==> src/rtl/level_slew.sv <==
// -----------------------------------------------------------------------------
// level_slew
//
// Slew-rate limiter that sits between an encoder value and the PWM level input
// of one RGB mixer channel. Use one instance per channel. The output level
// moves one LSB at a time toward the registered target, and takes one step
// every rate+1 clock cycles. This gives smooth colour fades where a direct
// connection would jump.
//
// Ports:
//   clk        in   1        divided system clock (about 50 kHz)
//   reset      in   1        synchronous, active-high reset
//   target     in   WIDTH    desired level (encoder value output)
//   rate       in   RATE_W   step interval, one LSB step every rate+1 cycles
//   level      out  WIDTH    current slewed level (linear)
//   pwm_level  out  WIDTH    value for the pwm level port
//   settled    out  1        high while the ramp state is IDLE
//
// Build option:
//   LEVEL_SLEW_GAMMA_EN  When defined, pwm_level is registered as
//                        (level*level) >> WIDTH, and full scale maps to full
//                        scale. This adds one cycle of latency. When undefined,
//                        pwm_level is level.
// -----------------------------------------------------------------------------
module level_slew #(
    parameter int unsigned WIDTH  = 8,
    parameter int unsigned RATE_W = 8
) (
    input  logic              clk,
    input  logic              reset,
    input  logic [WIDTH-1:0]  target,
    input  logic [RATE_W-1:0] rate,
    output logic [WIDTH-1:0]  level,
    output logic [WIDTH-1:0]  pwm_level,
    output logic              settled
);

    typedef enum logic [1:0] {
        IDLE = 2'b00,
        UP   = 2'b01,
        DOWN = 2'b10
    } state_e;

    state_e            state_q, state_d;
    logic [WIDTH-1:0]  target_q;
    logic [WIDTH-1:0]  level_q, level_d;
    logic [RATE_W-1:0] div_q, div_d;
    logic              below, above;
    logic              tick;

    assign below = (level_q < target_q);
    assign above = (level_q > target_q);

    // Direction comes from the live compare. The stale state register only
    // decides whether the prescaler keeps running.
    always_comb begin
        state_d = IDLE;
        if (below) begin
            state_d = UP;
        end else if (above) begin
            state_d = DOWN;
        end
    end

    // The prescaler runs only while the ramp keeps its direction. Entering
    // IDLE or turning around restarts the step interval from zero.
    always_comb begin
        div_d = '0;
        tick  = 1'b0;
        if ((state_q != IDLE) && (state_d == state_q)) begin
            if (div_q == rate) begin
                tick = 1'b1;
            end else begin
                div_d = div_q + RATE_W'(1);
            end
        end
    end

    // The step is also guarded by the live compare, so level never
    // overshoots the target and never wraps at either rail.
    always_comb begin
        level_d = level_q;
        if (tick) begin
            unique case (state_q)
                UP:      if (below) level_d = level_q + WIDTH'(1);
                DOWN:    if (above) level_d = level_q - WIDTH'(1);
                default: level_d = level_q;
            endcase
        end
    end

    always_ff @(posedge clk) begin
        if (reset) begin
            state_q  <= IDLE;
            target_q <= '0;
            level_q  <= '0;
            div_q    <= '0;
        end else begin
            state_q  <= state_d;
            target_q <= target;
            level_q  <= level_d;
            div_q    <= div_d;
        end
    end

    assign level   = level_q;
    assign settled = (state_q == IDLE);

`ifdef LEVEL_SLEW_GAMMA_EN
    logic [2*WIDTH-1:0] square;
    logic [WIDTH-1:0]   pwm_d, pwm_q;

    // The top half of the square approximates gamma 2. Full scale is pinned
    // so that a fully-on channel really reaches 100% duty.
    always_comb begin
        square = level_q * level_q;
        pwm_d  = WIDTH'(square >> WIDTH);
        if (level_q == {WIDTH{1'b1}}) begin
            pwm_d = {WIDTH{1'b1}};
        end
    end

    always_ff @(posedge clk) begin
        if (reset) begin
            pwm_q <= '0;
        end else begin
            pwm_q <= pwm_d;
        end
    end

    assign pwm_level = pwm_q;
`else
    assign pwm_level = level_q;
`endif

endmodule

==> config.mk <==
export PLATFORM = sky130hd
export DESIGN_NAME = level_slew
export DESIGN_NICKNAME = d
export VERILOG_FILES = /design/src/rtl/level_slew.sv
export SDC_FILE = /design/constraint.sdc
export NUM_CORES = 1
export LEC_CHECK = 0
export CORE_MARGIN = 4
export CORE_UTILIZATION = 40
export DETAILED_ROUTE_END_ITERATION = 7
export PLACE_DENSITY = 0.75
export SYNTH_ARGS = -nofsm -noshare
export SYNTH_HDL_FRONTEND = slang
export SYNTH_SLANG_ARGS = --single-unit
export TNS_END_PERCENT = 20
==> constraint.sdc <==
create_clock -name clk -period 3 [get_ports clk]
set_input_delay 0.9 -clock clk [delete_from_list [all_inputs] [get_ports clk]]
set_output_delay 0.9 -clock clk [all_outputs]
set_load 0.05 [all_outputs]
# Word-level counts from Yosys, hierarchy flattened
# Cells that the tools add are included.
dict set report word_totals {
  elab_cells 29
  reg_bits 26
  output_inout_bits 17
}
dict set report classes {
  n_mux 7
  addsub 3
  n_reduce_logical 6
  bitwise 1
  eq_ne 6
  order_cmp 2
}
# op n
set ops {}
lappend ops {{adder 8 x 1 -> 8 bit (second input constant)} 2}
lappend ops {{two-way mux 8 bit} 2}
lappend ops {{one-hot mux 8 bit (2 select lines)} 1}
lappend ops {{equality test 8 bit} 1}
lappend ops {{greater-than comparator 8 bit} 1}
lappend ops {{< comparator 8 bit} 1}
lappend ops {{subtractor 8 x 1 -> 8 bit (second input constant)} 1}
lappend ops {{two-way mux 2 bit} 2}
lappend ops {{!= test 2 bit (second input constant)} 2}
lappend ops {{AND reduction 4 bit} 1}
lappend ops {{nonzero test 2 bit} 2}
lappend ops {{OR reduction 3 bit} 1}
lappend ops {{equality test 2 x 1 -> 1 bit (second input constant)} 1}
lappend ops {{equality test 2 bit} 1}
lappend ops {{equality test 2 bit (second input constant)} 1}
lappend ops {{zero test 2 bit} 1}
lappend ops {{two-way mux 1 bit} 2}
lappend ops {{logical AND 1 bit} 1}
lappend ops {{NOT 1 bit} 1}

# Depth between registers and ports, before layout
# Gate-level depths: netlist (run 1).
dict set report logic_depth {
  depth_word 7
  ltp_mapped 10
}

# Least setup slack after synthesis (run 1)
# No wires, ideal clock.
dict set report synth_path {
  path_type {register -> register}
  start {register level_q[6] (netlist: level[6])}
  end {register level_q[7] (netlist: level[7])}
  slack_ps 275
  n_path_buf 1
  synth_period_minus_slack_ps 2725
  t_arrival_ps 2602
  t_required_ps 2877
  stages_incl_launch_ff 9
  path_cell_list {dfxtp_1 -> ha_1 -> a21oi_1 -> a21boi_0 -> or2_2 -> or4_1 -> buf_2 -> a21oi_2 -> mux2_1}
}
dict set report synth_via {
  elab_chain_cells 7
}
# item line_no
set synth_rtl {}
lappend synth_rtl {{start, declared} 46} ;# logic [WIDTH-1:0] level_q, level_d;
lappend synth_rtl {{start signal, assigned} 101} ;# level_q <= level_d;
lappend synth_rtl {{greater-than comparator 8 bit} 52} ;# assign above = (level_q > target_q);
lappend synth_rtl {{two-way mux 2 bit} 60} ;# end else if (above) begin
lappend synth_rtl {{two-way mux 2 bit} 58} ;# if (below) begin
lappend synth_rtl {{equality test 2 bit} 70} ;# if ((state_q != IDLE) && (state_d == state_q)) begin
lappend synth_rtl {{logical AND 1 bit} 70}
lappend synth_rtl {{two-way mux 1 bit} 70}
lappend synth_rtl {{AND reduction 4 bit (no line)} n/a}
# Parallel ways exist; a longest one is shown, timed or not. The select of a mux whose other input is x is not followed.
# A chain may end at the register's enable or synchronous reset.

# Final worst setup path (run 1)
dict set report layout_path {
  start {input rate[1]}
  end {register level_q[7] (netlist: level[7])}
}
dict set report layout_via {
  elab_chain_cells 4
}
# item line_no
set layout_rtl {}
lappend layout_rtl {{start, declared} 32} ;# input logic [RATE_W-1:0] rate,
lappend layout_rtl {{equality test 8 bit} 71} ;# if (div_q == rate) begin
lappend layout_rtl {{two-way mux 1 bit} 71}
lappend layout_rtl {{two-way mux 1 bit} 70}
lappend layout_rtl {{AND reduction 4 bit (no line)} n/a}
# No other way between the ends.

==> results of run 1 <==
-- final cells by class --
class | count | area share (%)
sequential | 26 | 25.6
clock buffer | 4 | 2.70
inverter | 12 | 2.21
multi-input combinational | 131 | 47.3
tap | 48 | 2.95
timing repair buffer | 41 | 19.3
-- kinds of logic after synthesis --
logic type                 Yosys count  synth area share [%]
and+or+nand+nor                     59                  21.1
AOI/OAI and AO/OA                   36                  14.9
DFF                                 26                  32.3
buffers and inverters               25                  7.78
xor gates and xnor gates            19                  10.3
adders and majority gates           16                  12.9
muxes                                1                 0.700
-- metal layers --
layer  track usage (%)  up-vias
met1              15.2      605
met5                 0        -
met4              5.01        0
li1                  -      687
met2              21.3       22
met3              1.68        4
-- worst reg2reg max path: cells and delay by family (launching register included) --
kind	cells	cell delay, ns
AO/OA/AOI/OAI	3	0.87
XOR/XNOR	1	0.17
adder cells (fa/ha/maj)	1	0.33
flip-flops	1	0.32
buffers and inverters	1	0.18
multiplexers	1	0.32
AND/OR/NAND/NOR	2	0.34
-- state kept, by name, summed over array words and instances (netlist names) --
signal / flops
state_q: 2
level: 8
div_q: 8
target_q: 8
-- worst paths after layout --
check	start	endpoint	cells after the start
worst min register to register	div_q[0]	div_q[0]	1
worst max-delay path	rate[1]	level[7]	7
worst min-delay path	div_q[0]	div_q[0]	1
worst max register to register	state_q[0]	level[7]	9
-- metrics by stage --
stage                     cell area [sq um]  setup TNS (ns)  total power, mW  worst slack [ns]  util (%)
after floorplan                        1610               0            0.412             0.275         -
after global placement                 1980         -0.0547            0.446           -0.0547      52.6
after detailed placement               1980          -0.163            0.448            -0.110      52.6
after CTS                              2040               0            0.666             0.179      54.0
after global routing                   2040               0            0.692             0.125      54.0
final                                  2040               0            0.658             0.195      54.0
-- power by group through the flow --
stage / Clock [mW] / Sequential [mW] / Combinational [mW]
finish: 0.219 / 0.358 / 0.0807
floorplan: 0 / 0.365 / 0.0469
CTS: 0.226 / 0.358 / 0.0816
detailed placement: 0 / 0.367 / 0.0813
global placement: 0 / 0.366 / 0.0799
global route: 0.243 / 0.359 / 0.0894
-- placed cells by master, fill, tap and decap left out, types with 4 or more instances in the layout --
| cell | n |
|---|---|
| o21ai_0 | 7 |
| nand2_1 | 4 |
| clkbuf_8 | 4 |
| dfxtp_1 | 26 |
| a21oi_1 | 12 |
| nor2_1 | 15 |
| xor2_1 | 12 |
| xnor2_1 | 7 |
| inv_1 | 12 |
| clkdlybuf4s50_1 | 34 |
| a21o_1 | 4 |
| ha_1 | 15 |
| buf_4 | 7 |
| nor2b_1 | 11 |
| nand3_1 | 11 |
==> results.ini, run 1 <==
[grt]
grt_overflow=0
grt_first_pass_wirelength_um=5050
first_global_vias=1164
grt_start_max_net_pins=17
antenna_found_initial=0
global_route.usage.total_pct=12.3

[finish]
synthToLayoutAreaGrowth_pct=26.6
nets_final=249
layout.cells.non_filler=262
post_route_cells_drive_above_1_share_pct=8.41
nFillCells=353
n_antenna_cell=0
multiInputGateArea_sq_um=963
regArea_sq_um=520

[clock_tree]
clock_root_cell=clkbuf_8
cts_tree=done
clk_path_buf_depth=2
h-tree-depth=1
num_cts_buffers=3
post_cts_resize_count=0
clk_latency_ns=0.26
cts_sinks=26
clk_transition_reported_paths_ns=0.08
cts_setup_buffers=0
holdBufCountCts=0

[setup_path]
crit_path_top_delay_cell=or4_1
worst_setup_start_kind=input pin
path_class=input pin to flop
worst_path_dominant_cell_family=simple AND/OR/NAND/NOR gates
cp_data_arrival_time_ns=2.96
worstPathCellList=clkdlybuf4s50_1, xor2_1, nor4_4, nand2_2, or4_1, a21oi_2, mux2_1
crit_buf_inv=1
timing.critical_path.to_type=flop
worstPathRequired_ns=3.16
max_stage_delay_ns=0.57
worstPathMaxFanout=2
reg2reg_setup_slack_ns=0.35

[power]
clock_power_share_pct=33.2
p_switching_uw=145
power_frac_comb_pct=12.3
maximum_vdd_ir_drop_mv=0.303
leakage_nw=0.818
swShare_pct=22.1
sequentialPowerShare_pct=54.5
p_int_uw=513
power-per-cell-area_nw_per_um2=323

[synthesis]
number_of_synthesized_register_bits=26
dominantRegCellSynth=dfxtp_1
synth_top_area_share_pct=32.3
async_reset_ff_share_pct=0
portion_of_the_post_synthesis_area_used_by_sequential_elements_pct=32.3
synth_enable_flop_cells=0
yosys.cell_count.top_type=dfxtp_1
synth_top_cells_by_area=dfxtp_1 (32%), ha_1 (12%), xor2_1 (6.5%), nor2b_1 (4.3%), xnor2_1 (3.8%)
synthesis.yosys.warnings=0
synth.avg_cell_area_sq_um=8.84
netlist_area_sq_um=1610
netlist-cell-type-count=39
instance_count_of_the_mapped_netlist=182
synth_top_area_cell=dfxtp_1
yosys-top-cells-count=dfxtp_1 (26), ha_1 (15), nor2_1 (15)
syn-num-nets=216

[routing]
viasPerCell=5.03
route.layer.met1.wl_um=1390
drt_wl_total_um=3030
routedWlPerCell_um=11.5
firstDrtPassIters=4
drt_iter0_markers=25
wl_met3_um=109
detail_route.drc_violations=0
routed-wl-met2_um=1490
via_count=1318
drtAntennaViolNets=0
highest_layer=met4

[sta]
slew_headroom_pct=60.9
fmaxAchievable_mhz=357
final_min_period_over_clock_period_pct=93.5
unrepaired_setup_endpoints_after_global_routing=false
slew_of_the_pin_with_the_lowest_slew_margin_ns=0.583
final_max_slew_viol_count=0
finalHoldViolCount=0
clock-skew-final_ns=0.00111
finalWorstPathRequiredPeriod_ns=2.80
hold_ws_ns=0.520
setup_viol=0

[min_path]
hold_path_class=flop to flop

[flow_run]
drv_cap=0

[floorplanning]
core-area_sq_um=3770
placementRows=22
die_area_sq_um=5100
floorplan.initialDensity_pct=42.7
fp.dieH_um=71.4
die_w_um=71.4
io_pins=35

[placement]
place.port_buffers=34
dpl.hpwl_um=2500
gp_congestion=0.784
place_inst=258

[status]
outcome=completed

No activity file was read; power rests on OpenSTA's default activity.
==> run 2: changes to the inputs <==
- CAP_MARGIN: not set -> 20
- CORE_MARGIN: 4 -> not set
==> run 2 against run 1 <==
Net effect: sequential power about the same; count of clock-buffer cells in the layout decreased by 1; routed wire length decreased by 3.8%; clock power decreased by 14%; sequential share of layout area increased by 0.17 points; largest power group unchanged.
==> results.ini, run 2 (same netlist as run 1, synthesis figures left out) <==
[floorplanning]
core-area_sq_um=3770  ; unchanged
die_area_sq_um=4280  ; was 5100 sq um
placementRows=22  ; unchanged
floorplan.initialDensity_pct=42.7  ; unchanged
io_pins=35  ; unchanged
die_w_um=65.4  ; was 71.4 um
fp.dieH_um=65.4  ; was 71.4 um

[routing]
firstDrtPassIters=4  ; unchanged
drt_wl_total_um=2910  ; was 3030 um
drtAntennaViolNets=0  ; unchanged
via_count=1321  ; was 1318
detail_route.drc_violations=0  ; unchanged
routedWlPerCell_um=11.2  ; was 11.5 um
viasPerCell=5.06  ; was 5.03
drt_iter0_markers=65  ; was 25

[sta]
finalWorstPathRequiredPeriod_ns=2.78  ; was 2.80 ns
final_max_slew_viol_count=0  ; unchanged
slew_headroom_pct=63.1  ; was 60.9%
clock-skew-final_ns=0.00271  ; was 0.00111 ns
final_min_period_over_clock_period_pct=92.6  ; was 93.5%
totalNegativeSetupSlack_ns=0  ; unchanged
setup_viol=0  ; unchanged
hold_ws_ns=0.509  ; was 0.520 ns
fmaxAchievable_mhz=360  ; was 357 MHz
slew_of_the_pin_with_the_lowest_slew_margin_ns=0.550  ; was 0.583 ns
unrepaired_setup_endpoints_after_global_routing=false  ; unchanged
setup_slack_ns=0.222  ; was 0.195 ns
finalHoldViolCount=0  ; unchanged

[power]
clock_power_share_pct=30.1  ; was 33.2%
power-per-cell-area_nw_per_um2=310  ; was 323 nW/um^2
sequentialPowerShare_pct=57.2  ; was 54.5%
leakage_nw=0.811  ; was 0.818 nW
design_power_total_uw=627  ; was 658 uW
maximum_vdd_ir_drop_mv=0.274  ; was 0.303 mV
p_switching_uw=141  ; was 145 uW
p_int_uw=485  ; was 513 uW
power_frac_comb_pct=12.8  ; was 12.3%
swShare_pct=22.6  ; was 22.1%

[setup_path]
worstPathCellList=clkdlybuf4s50_1, xor2_1, nor4_4, nand2_2, or4_1, a21oi_2, mux2_1  ; unchanged
reg2reg_setup_slack_ns=0.33  ; was 0.35 ns
worstPathMaxFanout=2  ; unchanged
worstReg2RegStart=state_q[0]  ; unchanged
timing.critical_path.to_type=flop  ; unchanged
reg2reg_depth=9  ; unchanged
max_stage_delay_ns=0.57  ; about the same
worst_setup_start_kind=input pin  ; unchanged
path_class=input pin to flop  ; unchanged
cp_data_arrival_time_ns=2.93  ; was 2.96 ns
worst_r2r_endpoint=level[7]  ; unchanged
crit_path_top_delay_cell=or4_1  ; unchanged
worstPathRequired_ns=3.16  ; about the same

[grt]
global_route.usage.total_pct=14.9  ; was 12.3%
grt_start_max_net_pins=14  ; was 17
first_global_vias=1152  ; was 1164
antenna_found_initial=0  ; unchanged
grt_overflow=0  ; unchanged
grt_first_pass_wirelength_um=4920  ; was 5050 um

[finish]
nFillCells=356  ; was 353
final_common_cell=clkdlybuf4s50_1  ; unchanged
n_antenna_cell=0  ; unchanged
final_design_area_no_fill_sq_um=2020  ; was 2040 sq um
synthToLayoutAreaGrowth_pct=25.7  ; was 26.6%
regArea_sq_um=520  ; unchanged
finalCoreUtilization_pct=53.6  ; was 54.0%
layout.cells.non_filler=261  ; was 262
post_route_cells_drive_above_1_share_pct=7.98  ; was 8.41%
multiInputGateArea_sq_um=963  ; unchanged
layout_common_cells=clkdlybuf4s50_1 (34), dfxtp_1 (26), nor2_1 (15), ha_1 (15)  ; unchanged
nets_final=249  ; unchanged

[clock_tree]
post_cts_resize_count=0  ; unchanged
h-tree-depth=1  ; unchanged
cts_tree=done  ; unchanged
cts_setup_buffers=0  ; unchanged
cts_sinks=26  ; unchanged
num_cts_buffers=3  ; unchanged
clk_latency_ns=0.26  ; about the same
holdBufCountCts=0  ; unchanged
clk_path_buf_depth=2  ; unchanged
clock_root_cell=clkbuf_8  ; unchanged
clk_transition_reported_paths_ns=0.08  ; about the same

[min_path]
hp-start=div_q[0]  ; unchanged
hold_path_depth=1  ; unchanged
hold-path-endpoint=div_q[0]  ; unchanged
hold_path_class=flop to flop  ; unchanged

[placement]
gp_congestion=0.781  ; was 0.784
placed_area_sq_um=1980  ; unchanged
place.port_buffers=34  ; unchanged
place_inst=258  ; unchanged
dpl.hpwl_um=2380  ; was 2500 um
place_worst_setup_slack_ns=-0.0756  ; was -0.110 ns

[flow_run]
drv_cap=0  ; unchanged

[status]
outcome=completed  ; unchanged

run 2: power by group through the flow:
| stage | Sequential (mW) | Combinational, mW | Clock, mW |
|---|---|---|---|
| final | 0.358 | 0.0800 | 0.188 |
| after global routing | 0.359 | 0.0885 | 0.211 |
| after CTS | 0.358 | 0.0810 | 0.196 |
| after detailed placement | 0.366 | 0.0806 | 0 |
| after global placement | 0.366 | 0.0798 | 0 |
| after floorplan | 0.365 | 0.0469 | 0 |
run 2: worst max-delay path by stage:
stage,from,cells past startpoint,end
floorplan,level[6],8,level[7]
global placement,rate[1],7,level[7]
detailed placement,rate[1],7,level[7]
CTS,rate[1],7,level[7]
global route,rate[7],7,level[7]
finish,rate[1],7,level[7]
run 2: area by class of cell:
| cell class | count | area share [%] |
|---|---|---|
| timing repair buffer | 41 | 19.4 |
| inverter | 12 | 2.23 |
| multi-input combinational | 131 | 47.6 |
| sequential | 26 | 25.7 |
| clock buffer | 3 | 2.04 |
| tap | 48 | 2.97 |
run 2: metal layers:
| metal | vias to the layer above | global-route usage, % | share of wire [%] |
|---|---|---|---|
| li1 | 686 | - | - |
| met1 | 609 | 19.1 | 50 |
| met2 | 22 | 24.6 | 47 |
| met3 | 4 | 2.60 | 2.3 |
| met4 | 0 | 5.71 | 1.4 |
| met5 | - | 0 | 0 |
run 2: critical path, delay by kind of cell:
family          cells  cell delay, ns
buf+inv             1            0.41
compound gates      1            0.16
mux                 1            0.32
simple gates        3            0.97
xor+xnor            1            0.17
==> run 3: changes to the inputs <==
- ABC_CLOCK_PERIOD_IN_PS: not set -> 3000
==> results of run 3 <==
Same layout as run 2: the final DEF is identical, and so are final timing and power.
